===== src/rtl/autocorr_window.sv =====
// Windowed complex lag autocorrelation: sum over the last 2^WINDOW_SHIFT
// products x[n]*conj(x[n-D]), fed by the RAM sample delay line.
module autocorr_window #(
   parameter  int DATA_WIDTH   = 16,
   parameter  int WINDOW_SHIFT = 4,
   localparam int PROD_WIDTH   = 2*DATA_WIDTH+1,
   localparam int SUM_WIDTH    = PROD_WIDTH+WINDOW_SHIFT
) (
   input  logic                    clock,
   input  logic                    reset_n,
   input  logic                    enable,
   input  logic [2*DATA_WIDTH-1:0] sample_in,
   input  logic [2*DATA_WIDTH-1:0] sample_delayed,
   input  logic                    input_strobe,
   output logic [SUM_WIDTH-1:0]    corr_i,
   output logic [SUM_WIDTH-1:0]    corr_q,
   output logic                    window_full,
   output logic                    output_strobe
);

   localparam int XW = 2*DATA_WIDTH;
   localparam int W  = 1 << WINDOW_SHIFT;
   localparam logic [WINDOW_SHIFT-1:0] LAST_FILL = {WINDOW_SHIFT{1'b1}};

   typedef enum logic {FILL, RUN} state_t;

   // Components sign-extended to product width so the multiply is exact.
   logic signed [XW-1:0] xi, xq, di, dq;

   assign xi = {{DATA_WIDTH{sample_in[XW-1]}},              sample_in[XW-1:DATA_WIDTH]};
   assign xq = {{DATA_WIDTH{sample_in[DATA_WIDTH-1]}},      sample_in[DATA_WIDTH-1:0]};
   assign di = {{DATA_WIDTH{sample_delayed[XW-1]}},         sample_delayed[XW-1:DATA_WIDTH]};
   assign dq = {{DATA_WIDTH{sample_delayed[DATA_WIDTH-1]}}, sample_delayed[DATA_WIDTH-1:0]};

   // ---------------- S1: partial products ----------------
   logic                 s1_valid;
   logic signed [XW-1:0] pp_ii, pp_qq, pp_qi, pp_iq;

   // NOTE: sequential state is always assigned with <=, so every register
   // samples the pre-edge values of its neighbours.
   always_ff @(posedge clock or negedge reset_n) begin
      if (!reset_n) begin
         s1_valid <= 1'b0;
         pp_ii    <= '0;
         pp_qq    <= '0;
         pp_qi    <= '0;
         pp_iq    <= '0;
      end else if (!enable) begin
         s1_valid <= 1'b0;
      end else begin
         s1_valid <= input_strobe;
         if (input_strobe) begin
            pp_ii <= xi * di;
            pp_qq <= xq * dq;
            pp_qi <= xq * di;
            pp_iq <= xi * dq;
         end
      end
   end

   // ---------------- S2: lag product, window store ----------------
   logic [PROD_WIDTH-1:0]   p_i_c, p_q_c;
   logic                    s2_valid;
   logic [PROD_WIDTH-1:0]   s2_p_i, s2_p_q;
   logic [PROD_WIDTH-1:0]   s2_old_i, s2_old_q;
   logic [WINDOW_SHIFT-1:0] wptr;
   logic [2*PROD_WIDTH-1:0] store [W];

   assign p_i_c = {pp_ii[XW-1], pp_ii} + {pp_qq[XW-1], pp_qq};
   assign p_q_c = {pp_qi[XW-1], pp_qi} - {pp_iq[XW-1], pp_iq};

   // NOTE: the window store has no reset; stale entries are masked while
   // filling, so clearing it would only cost a reset fan-out for nothing.
   always_ff @(posedge clock) begin
      if (enable && s1_valid)
         store[wptr] <= {p_i_c, p_q_c};
   end

   always_ff @(posedge clock or negedge reset_n) begin
      if (!reset_n) begin
         s2_valid <= 1'b0;
         s2_p_i   <= '0;
         s2_p_q   <= '0;
         s2_old_i <= '0;
         s2_old_q <= '0;
         wptr     <= '0;
      end else if (!enable) begin
         s2_valid <= 1'b0;
         wptr     <= '0;
      end else begin
         s2_valid <= s1_valid;
         if (s1_valid) begin
            s2_p_i <= p_i_c;
            s2_p_q <= p_q_c;
            // Read-before-write: this is the product leaving the window.
            {s2_old_i, s2_old_q} <= store[wptr];
            wptr <= wptr + WINDOW_SHIFT'(1);
         end
      end
   end

   // ---------------- S3: accumulate, fill tracking ----------------
   state_t                  state;
   logic [WINDOW_SHIFT-1:0] fill_cnt;
   logic [SUM_WIDTH-1:0]    sum_i, sum_q;
   logic [PROD_WIDTH-1:0]   old_i, old_q;
   logic [SUM_WIDTH-1:0]    sum_i_nxt, sum_q_nxt;

   // NOTE: every always_comb output gets a default first so no latch is inferred.
   always_comb begin
      old_i = '0;
      old_q = '0;
      if (state == RUN) begin
         old_i = s2_old_i;
         old_q = s2_old_q;
      end
      sum_i_nxt = sum_i + {{WINDOW_SHIFT{s2_p_i[PROD_WIDTH-1]}}, s2_p_i}
                        - {{WINDOW_SHIFT{old_i[PROD_WIDTH-1]}},  old_i};
      sum_q_nxt = sum_q + {{WINDOW_SHIFT{s2_p_q[PROD_WIDTH-1]}}, s2_p_q}
                        - {{WINDOW_SHIFT{old_q[PROD_WIDTH-1]}},  old_q};
   end

   always_ff @(posedge clock or negedge reset_n) begin
      if (!reset_n) begin
         state         <= FILL;
         fill_cnt      <= '0;
         sum_i         <= '0;
         sum_q         <= '0;
         window_full   <= 1'b0;
         output_strobe <= 1'b0;
      end else if (!enable) begin
         state         <= FILL;
         fill_cnt      <= '0;
         sum_i         <= '0;
         sum_q         <= '0;
         window_full   <= 1'b0;
         output_strobe <= 1'b0;
      end else begin
         output_strobe <= s2_valid;
         if (s2_valid) begin
            sum_i <= sum_i_nxt;
            sum_q <= sum_q_nxt;
            if (state == FILL) begin
               fill_cnt <= fill_cnt + WINDOW_SHIFT'(1);
               if (fill_cnt == LAST_FILL) begin
                  state       <= RUN;
                  window_full <= 1'b1;
               end
            end
         end
      end
   end

   assign corr_i = sum_i;
   assign corr_q = sum_q;

endmodule


===== config.mk =====
export PLATFORM = sky130hd
export DESIGN_NAME = autocorr_window
export DESIGN_NICKNAME = d
export VERILOG_FILES = /design/src/rtl/autocorr_window.sv
export SDC_FILE = /design/constraint.sdc
export NUM_CORES = 2
export LEC_CHECK = 0
export BUFFER_PORTS_ARGS = -buffer_cell sky130_fd_sc_hd__buf_2
export CAP_MARGIN = 20
export CELL_PAD_IN_SITES_DETAIL_PLACEMENT = 2
export CELL_PAD_IN_SITES_GLOBAL_PLACEMENT = 2
export CORE_MARGIN = 10
export CORE_UTILIZATION = 49
export CTS_CLUSTER_DIAMETER = 150
export DETAILED_ROUTE_END_ITERATION = 16
export HOLD_SLACK_MARGIN = 0.05
export PLACE_DENSITY = 0.87
export SLEW_MARGIN = 20
export SYNTH_ARGS = -nofsm -noshare
export SYNTH_HDL_FRONTEND = slang
export SYNTH_SLANG_ARGS = --single-unit

===== constraint.sdc =====
create_clock -name clock -period 12.45 [get_ports clock]
set_clock_uncertainty 0.2 [all_clocks]
set_input_delay 0.6225 -clock clock [delete_from_list [all_inputs] [get_ports clock]]
set_output_delay 0.6225 -clock clock [all_outputs]
set_load 0.1 [all_outputs]

==> metrics.yaml <==
status: "completed"
rows: 166
rsz0062_at_grt: "no"
firstDrtPassIters: 6
htreeDepth: 4
finalHoldViolCount: 0
gp_congestion: 0.841
synth_fp_nets: 10063
first_global_vias: 85137
async_reset_ff_frac: 0.247
wl_mm: 466
io_buffers: 143
fmax_mhz: 131
synth-seq-area-share: 0.399
nFillCells: 19476
dr_total_vias: 76059
synth_area_per_cell_um2: 12.1
critPathArrivalTime_ps: 8160
clk_pin_slew_ps: 80
clock-sinks: 1403
slew_violations: 0
mostFrequentLayoutCells: "inv_1, fa_1, edfxtp_1, nand2_1, and2_1"
end_kind: "register"
die_y_um: 475
grt_pass1_wl_mm: 629
layout.nets: 10111
required_ps: 12970
die_area_um2: 225000
antenna_found_initial: 49
die_x_um: 475
synth-edff-count: 1056
ios: 144
cap_violations: 0
cts-root-buf: "clkbuf_16"
cts_buffers: 152
dpl.hpwl_mm: 273
final_common_cell: "inv_1"
cts_buffer_depth: 3
synth_warnings: 0
synthFlopType: "edfxtp_1"
route.detailed.drc: 0
clk_latency_ps: 880
fin_crit_sh: 0.614
synth_seq_cells: 1403
syn_area_um2: 101000
initial_core_util: 0.494
max_slew_margin: 0.192
grt_overflow: 0
worst_setup_path_start_kind: "input pin"
worstSetupPathType: "in -> reg"
setup_viol: 0
cp_max_fo: 32
wl_per_cell_um: 41.3
cts_tree: "done"
layout-drive-gt1-share: 0.106
synth_cell_types: 84
drt-vias-per-instance: 6.74
fin_setup_tns_ps: 0
synthCells: 8402
hold_class: "in -> async"
finalCriticalPeriod_ps: 7640
worst_pin_slew_ps: 1210
grt_max_degree: 144
area_delta_synth_final_pct: 8.94
drt-initial-drc-count: 10348
core_um2: 205000
track_usage: 0.385
drtAntennaViolNets: 0
==> worst paths after layout <==
check / startpoint / endpoint / slack (ps) / depth (start not counted)
min: reset_n / corr_q[27]$_DFFE_PN0P_ / 210 / 2
min in group clock: sample_in[0] / pp_qq[0]$_DFFE_PN0P_ / 230 / 4
max reg2reg: state$_DFFE_PN0P_ / corr_i[31]$_DFFE_PN0P_ / 6040 / 15
max: sample_delayed[1] / pp_qq[30]$_DFFE_PN0P_ / 4810 / 21
max in group asynchronous: reset_n / pp_qq[11]$_DFFE_PN0P_ / 9180 / 4
min reg2reg: pp_iq[24]$_DFFE_PN0P_ / pp_iq[24]$_DFFE_PN0P_ / 310 / 2
==> layout make-up <==
type	instances	area [um^2]	share of cell area
Antenna cell	25	62.6	0.000567
Multi-Input combinational cell	5134	54100	0.490
Sequential cell	1403	40400	0.366
Inverter	1505	5650	0.0512
Clock buffer	214	4260	0.0386
Tap cell	2688	3360	0.0305
Timing Repair Buffer	254	1660	0.0151
Clock inverter	66	806	0.00730
==> what timing repair did <==
item / 4_1_cts / 5_1_grt
resized for setup: 0 / 0
endpoints found under the hold margin: 86 / 0
hold buffers: 1 / 0
setup buffers: 0 / 0
==> flip-flops by register name, summed over array words and instances (netlist names), 4 cells and up <==
register,count
s2_old_q,33
store,1056
s2_old_i,33
pp_qi,32
pp_qq,32
s2_p_i,33
s2_p_q,33
corr_i,37
pp_iq,32
fill_cnt,4
wptr,4
corr_q,37
pp_ii,32
==> routing by layer <==
metal,vias to the layer above,part of all wire,track usage
met5,-,0.00050,0
met2,6288,0.47,0.640
met3,2228,0.10,0.0911
met4,38,0.092,0.261
li1,27679,-,-
met1,39826,0.33,0.443
==> worst max-delay path, stage by stage <==
cell       delay, ps
buf_2            700
nand2_1          200
fa_1             550
fa_1             550
inv_1            310
ha_1             420
inv_1            160
fa_1             550
inv_1             80
fa_1             680
fa_1             590
ha_1             380
a21o_1           240
a21oi_1          310
o2111ai_1        320
nand2_1          280
o211ai_1         190
o41ai_1          450
o21ai_0          220
xnor2_1          240
o21ai_0          100
==> logic make-up after synthesis <==
kind of cell | synth area share
XOR/XNOR | 0.0220
AND/OR/NAND/NOR | 0.0971
AO/OA/AOI/OAI | 0.0523
multiplexers | 0.0808
buffers and inverters | 0.0691
flip-flops | 0.399
adder cells (fa/ha/maj) | 0.280
==> through the flow <==
stage	utilization	instance area, um^2	setup WS, ps	hold WS [ps]	std cells
after floorplan	-	101000	5560	127	8402
after global placement	0.511	105000	4690	252	10968
after detailed placement	0.511	105000	4320	278	10968
after CTS	0.536	110000	5060	174	11249
after global routing	0.538	110000	4570	234	11276
final	0.538	110000	4810	205	11289
==> synth_stat cells, types with 7 or more instances <==
| library cell | instances | area, um^2 |
|---|---|---|
| a211o_1 | 8 | 70.1 |
| a211oi_1 | 27 | 203 |
| a21o_1 | 115 | 863 |
| a21oi_1 | 188 | 941 |
| a31oi_1 | 27 | 169 |
| and2_1 | 579 | 3620 |
| and3_1 | 20 | 125 |
| and4_1 | 7 | 61.3 |
| buf_1 | 42 | 158 |
| clkbuf_1 | 317 | 1190 |
| dfrtp_1 | 347 | 8680 |
| edfxtp_1 | 1056 | 31700 |
| fa_1 | 1122 | 22500 |
| ha_1 | 471 | 5890 |
| inv_1 | 1503 | 5640 |
| mux2_2 | 19 | 214 |
| mux2i_1 | 54 | 541 |
| mux4_2 | 330 | 7430 |
| nand2_1 | 959 | 3600 |
| nand2b_1 | 44 | 275 |
| nand3_1 | 50 | 250 |
| nand4_1 | 20 | 125 |
| nand4b_1 | 7 | 61.3 |
| nor2_1 | 220 | 826 |
| nor2b_1 | 19 | 119 |
| nor3_1 | 55 | 275 |
| nor3b_1 | 14 | 105 |
| nor4_1 | 8 | 50.1 |
| nor4b_1 | 8 | 70.1 |
| o211ai_1 | 16 | 120 |
| o21a_1 | 41 | 308 |
| o21ai_0 | 257 | 1290 |
| o21ai_1 | 13 | 65.1 |
| o21bai_1 | 25 | 188 |
| o22ai_1 | 7 | 43.8 |
| o31ai_1 | 15 | 113 |
| or2_2 | 7 | 43.8 |
| or3_1 | 22 | 138 |
| xnor2_1 | 169 | 1480 |
| xor2_1 | 85 | 744 |
Power is left out: the tool's default activity adds up to more than one toggle a clock period on the data nets, which glitch-free logic cannot reach.
